**config.mk**
```make
export PLATFORM = sky130hd
export DESIGN_NAME = reg_file
export DESIGN_NICKNAME = d
export VERILOG_FILES = /design/src/rtl/reg_file.sv
export SDC_FILE = /design/constraint.sdc
export NUM_CORES = 2
export LEC_CHECK = 0
export BUFFER_PORTS_ARGS = -buffer_cell sky130_fd_sc_hd__buf_4
export CAP_MARGIN = 40
export CELL_PAD_IN_SITES_DETAIL_PLACEMENT = 0
export CELL_PAD_IN_SITES_GLOBAL_PLACEMENT = 1
export CORE_ASPECT_RATIO = 1.25
export CORE_MARGIN = 1
export CORE_UTILIZATION = 40
export CTS_CLUSTER_DIAMETER = 50
export DETAILED_ROUTE_END_ITERATION = 7
export PLACE_DENSITY = 0.64
export SLEW_MARGIN = 20
export SYNTH_ARGS = -nofsm -noshare
export SYNTH_HDL_FRONTEND = slang
export SYNTH_SLANG_ARGS = --single-unit
```
**constraint.sdc**
```tcl
create_clock -name clk -period 8.13 [get_ports clk]
set_input_delay 1.626 -clock clk [delete_from_list [all_inputs] [get_ports clk]]
set_output_delay 1.626 -clock clk [all_outputs]
set_load 0.02 [all_outputs]
```
**src/rtl/reg_file.sv**
```systemverilog
// rtl/reg_file.sv - byte-maskable register file, one write port, two combinational read ports
//
// Purpose
//    DEPTH x WIDTH register file with a single byte-masked write port, two
//    independent combinational read ports, optional hard-wired zero register,
//    optional read-during-write bypass and an 8-bit committed-write counter.
//
// Parameters
//    WIDTH    data bits per register (multiple of 8, >= 8)
//    DEPTH    number of registers (power of two, >= 2)
//    AW       address width, derived from DEPTH
//    ZERO_R0  1: register 0 reads as zero and never takes a write
//    BYPASS   1: a read of the address being written shows the merged write value
//
// Ports
//    clk      rising-edge clock
//    clrn     asynchronous active-low clear of all storage and wcount
//    wen      active-low write enable
//    waddr    write address
//    wdata    write data
//    wbe      active-high byte write mask, bit i covers wdata[8i+7:8i]
//    raddr1   read port 1 address
//    raddr2   read port 2 address
//    rdata1   read port 1 data
//    rdata2   read port 2 data
//    wcount   number of committed writes, wraps 255 -> 0

`timescale 1ns/1ps

module reg_file #(
   parameter  int WIDTH   = 32,
   parameter  int DEPTH   = 32,
   localparam int AW      = $clog2(DEPTH),
   parameter  int ZERO_R0 = 1,
   parameter  int BYPASS  = 1
) (
   input  logic               clk,
   input  logic               clrn,
   input  logic               wen,
   input  logic [AW-1:0]      waddr,
   input  logic [WIDTH-1:0]   wdata,
   input  logic [WIDTH/8-1:0] wbe,
   input  logic [AW-1:0]      raddr1,
   input  logic [AW-1:0]      raddr2,
   output logic [WIDTH-1:0]   rdata1,
   output logic [WIDTH-1:0]   rdata2,
   output logic [7:0]         wcount
);

   localparam int BYTES = WIDTH / 8;
   localparam bit ZR0   = (ZERO_R0 != 0);
   localparam bit BYP   = (BYPASS != 0);

   logic [WIDTH-1:0] mem_q [DEPTH];
   logic [7:0]       wcount_q;
   logic [7:0]       wcount_d;
   logic             arm_q;

   logic [WIDTH-1:0] merged_d;
   logic             wr_zero;
   logic             commit;
   logic             bypass_en;

   // arm_q is cleared with the storage and only sets on the falling clk edge
   // after clrn has gone high. A rising edge that coincides with (or closely
   // follows) clrn deassertion therefore never commits a write, while a clrn
   // release in the first half of a cycle still lets the next rising edge commit.
   always_ff @(negedge clk or negedge clrn) begin
      if (!clrn) begin
         arm_q <= 1'b0;
      end else begin
         arm_q <= 1'b1;
      end
   end

   // Post-write value of the addressed register: new bytes where wbe is set,
   // stored bytes elsewhere. Shared by the storage update and the bypass path.
   always_comb begin
      merged_d = mem_q[waddr];
      for (int b = 0; b < BYTES; b++) begin
         if (wbe[b]) begin
            merged_d[8*b +: 8] = wdata[8*b +: 8];
         end
      end
   end

   always_comb begin
      wr_zero   = ZR0 && (waddr == '0);
      commit    = clrn && arm_q && !wen && (wbe != '0) && !wr_zero;
      // Bypass follows the same gating as a write that could take effect, so
      // the forwarded value always matches what the edge will store.
      bypass_en = BYP && clrn && arm_q && !wen;
      wcount_d  = commit ? (wcount_q + 8'd1) : wcount_q;
   end

   always_ff @(posedge clk or negedge clrn) begin
      if (!clrn) begin
         for (int i = 0; i < DEPTH; i++) begin
            mem_q[i] <= '0;
         end
         wcount_q <= '0;
      end else begin
         if (commit) begin
            mem_q[waddr] <= merged_d;
         end
         wcount_q <= wcount_d;
      end
   end

   // Read ports: clear forces zero immediately (covers the bypass path too),
   // then the zero register, then bypass, then storage.
   always_comb begin
      if (!clrn) begin
         rdata1 = '0;
      end else if (ZR0 && (raddr1 == '0)) begin
         rdata1 = '0;
      end else if (bypass_en && (raddr1 == waddr)) begin
         rdata1 = merged_d;
      end else begin
         rdata1 = mem_q[raddr1];
      end
   end

   always_comb begin
      if (!clrn) begin
         rdata2 = '0;
      end else if (ZR0 && (raddr2 == '0)) begin
         rdata2 = '0;
      end else if (bypass_en && (raddr2 == waddr)) begin
         rdata2 = merged_d;
      end else begin
         rdata2 = mem_q[raddr2];
      end
   end

   assign wcount = wcount_q;

endmodule

```
# Word-level counts from Yosys, hierarchy flattened
# Cells that the tools add are included.
[totals] in_bits=54 regBits=1033 word_cells=79
[classes] reduce_logical=13 addsub=1 n_eq_ne=2 bitwise_logic=3 mux=22 n_lt_le_gt_ge=4
[op_table] cell="$bwmux 1024" n=1
[op_table] cell="$bmux 32 s5" n=3
[op_table] cell="$mux 32" n=13
[op_table] cell="$demux 32 s5" n=1
[op_table] cell="$mux 8" n=4
[op_table] cell="$ge 6x6->1 const B" n=3
[op_table] cell="$not 5->6" n=3
[op_table] cell="$logic_not 5->1" n=3
[op_table] cell="$eq 5x5->1" n=2
[op_table] cell="$add 8x1->8 const B" n=1
[op_table] cell="$logic_and 1x1->1" n=7
[op_table] cell="$lt 6x1->1 const B" n=1
[op_table] cell="$reduce_bool 4->1" n=1
[op_table] cell="$logic_not 1->1" n=2

# Depth between registers and ports, before layout
[depth] word_depth=8 depth_mapped=13 ltp_nobuf=6

==> results.yml <==
floorplanning:
  start_util_pct: 40.3
  die_h_um: 451
  pin_count: 126
  row_count: 164
  die_area_mm2: 0.163
  fp.dieW_um: 361
  core-area_mm2: 0.160
timing:
  timing.hold.ws_ns: 0.416
  relSlewSlack_pct: 24.2
  tightest_slew_ns: 1.14
  rsz0062_at_grt: "true"
  setup_viol: 65
  setup_slack_ns: -0.454
  final.setup.tns_ns: -21.51
  slew_viol_final: 0
  timing_hold_violations_final: 0
  fin_worst_skew_ns: 0.0966
cts:
  clock_sinks: 1033
  htreeDepth: 4
  cts_buffers: 132
  clockBufferDepth: 3
  clkTransAtPathRegs_ns: 0.05
  tritoncts: "built"
  ctsHoldBuffers: 0
  cts_root_buf: "clkbuf_16"
  clk_latency_ns: 0.82
power_and_ir_drop:
  cellPowerDensity_mw_per_mm2: 193
  irDropWorstVdd_mv: 0.179
  power.leakage_nw: 32.8
run_status:
  outcome: "finished, violations left"
  violations: "negative setup slack"
critical_path:
  cp_num_cells: 11
  worst_ep_required_time_ns: 6.50
  start_kind: "flop"
  r2r_slack_ns: 0
  critPathMaxFanout: 4
  path_buf_inv: 5
  worst-r2r-cell-count: 20
  critPathArrivalTime_ns: 6.96
  critPathTopFamily: "buffers and inverters"
  cpMostUsedCell: "buf_4"
  crit_chain: "nand3b_1, nor4_2, buf_4, buf_12, nand3_4, buf_4, o21ai_2, o21ai_1, a21oi_1, buf_4, buf_6"
  crit_type: "flop to primary output"
  crit_path_end_kind: "primary output"
  slowest_delay_ns: 0.39
  crit_slowest_cell: "dfrtn_1"
place:
  gp_congestion: 0.901
  portBuffers: 125
  post-dp-hpwl_mm: 176
grt:
  gr-usage-all-layers_pct: 34.0
  antenna_found_initial: 13
  grt_first_pass_wirelength_mm: 389
  globalRoute.totalOverflow: 0
  grt_max_degree: 139
  grt_pass1_vias: 48242
logic_synthesis:
  ys.flop_type: "dfrtp_1"
  syn_avg_cell_area_um2: 13.8
  netlist_area_mm2: 0.0644
  ys_seq_area_share_pct: 40.2
  synth-edff-count: 0
  async_flop_share_pct: 100
  ys.warnings.count: 0
  synth_cell_types: 89
  ys_seq_elements: 1033
  synthCells: 4667
  synth_fp_nets: 4722
job:
  maxCapViolCount: 0
route:
  dr_total_vias: 48415
  finalWirelength_mm: 278
  wl_per_cell_um: 39.9
  drc_errors: 0
  ant_nets: 0
  drt_first_iter_violations: 5373
  via_per_inst: 6.96
  first_pass_iters: 5
finish:
  syn_to_final_growth_pct: 16.2
  drive_gt1_share_pct: 50.3
  nets: 4808
worst_hold_path:
  holdCritPathClass: "flop to flop"
  hold_depth: 0
[flip-flops by register name (all words and copies together) (netlist names)]
name    cells
mem_q    1024
wcount      8
arm_q       1
[cells by family (layout without fill, tap and decap cells)]
logic type / after synthesis / after routing / share of synthesized area (%)
AOI/OAI and AO/OA: 647 / 647 / 7.03
xor gates and xnor gates: 17 / 17 / 0.231
adders and majority gates: 1 / 1 / 0.0194
buffers and inverters: 562 / 753 / 4.39
DFF: 1033 / 1033 / 40.2
muxes: 1949 / 1949 / 44.7
other: 1 / 19 / 0.00583
and+or+nand+nor: 457 / 458 / 3.48
[through the flow]
stage / power (W) / cell area (µm²) / utilization, % / instances / worst slack (ns)
floorplan: 0.00723 / 64400 / - / 4667 / 0.555
global placement: 0.00809 / 68000 / 42.6 / 6607 / -0.221
detailed placement: 0.00814 / 68400 / 42.8 / 6628 / -0.264
CTS: 0.0144 / 73900 / 46.2 / 6900 / -0.347
global route: 0.0148 / 74800 / 46.8 / 6938 / -0.496
finish: 0.0144 / 74800 / 46.8 / 6952 / -0.454
[timing repair]
| item | CTS | global route |
|---|---|---|
| pin swaps | 19 | 24 |
| cloned | 1 | 2 |
| resized for setup | 164 | 116 |
| setup endpoints to repair | 64 | 457 |
| setup buffers | 32 | 25 |
[layout by cell type, fill, tap and decap left out, types with 42 or more instances in the layout]
cell / count
buf_12: 47
nor2_1: 74
nand2_1: 114
a211oi_1: 42
mux4_2: 586
mux2i_1: 379
buf_6: 66
clkbuf_16: 136
dfrtp_1: 1032
o21ai_0: 100
a22oi_1: 74
a21oi_1: 75
o22ai_1: 83
buf_4: 339
mux2_2: 918
[area by class of cell]
cell class | instances | area [µm²]
Multi-Input combinational cell | 3073 | 36800
Sequential cell | 1033 | 25800
Tap cell | 2075 | 2600
Antenna cell | 18 | 45.0
Fill cell | 14025 | 85000
Inverter | 30 | 113
Clock buffer | 176 | 3800
Timing Repair Buffer | 483 | 4770
Clock inverter | 64 | 795
[final timing paths]
path                                         from                      to
setup / recovery                  arm_q$_DFF_NN0_               rdata2[0]
hold / removal             mem_q[997]$_DFFE_PN0P_  mem_q[997]$_DFFE_PN0P_
setup reg to reg                  arm_q$_DFF_NN0_   mem_q[94]$_DFFE_PN0P_
hold reg to reg            mem_q[997]$_DFFE_PN0P_  mem_q[997]$_DFFE_PN0P_
max in group asynchronous                    clrn         arm_q$_DFF_NN0_
min in group asynchronous                    clrn  mem_q[821]$_DFFE_PN0P_
[Yosys cell counts (all sizes together), types with 6 or more instances]
cell type  instances  share of area [%]
a21oi             88               0.68
nand3             26               0.20
xnor2              9               0.12
a2111oi           13               0.19
inv               30               0.17
a311oi             7              0.095
a41oi              6              0.093
nand2            139               0.82
and2              13               0.13
o221ai            15               0.20
clkbuf           211                1.3
and3               9              0.087
a211oi            46               0.54
a32oi             24               0.38
mux2i            379                5.9
o21ai            136                1.1
o22ai             83               0.81
mux2             944                 17
nor3              36               0.30
nor2             118               0.70
a22o              37               0.50
xor2               8               0.11
nor2b             41               0.41
dfrtp           1032                 40
a22oi             74               0.86
a31oi             12               0.12
o2111ai            9               0.12
nand2b            23               0.22
buf              321                2.9
a221oi            40               0.59
nor4              19               0.19
o211ai            11               0.13
o2bb2ai            7              0.095
mux4             626                 22
[power breakdown]
part	switching [W]	internal, W
logic	0.00128	0.00105
registers	0.000346	0.00549
clock network	0.00252	0.00375
[per-layer routing]
metal  up-vias  wire length [µm]  global-route usage [%]
met4         2             18700                    20.2
met1     25946            105000                    44.2
met3       829             28000                    8.39
li1      18600                 -                       -
met2      3038            126000                    51.5
met5         -                 9                       0
(Power assumes the default switching activity.)
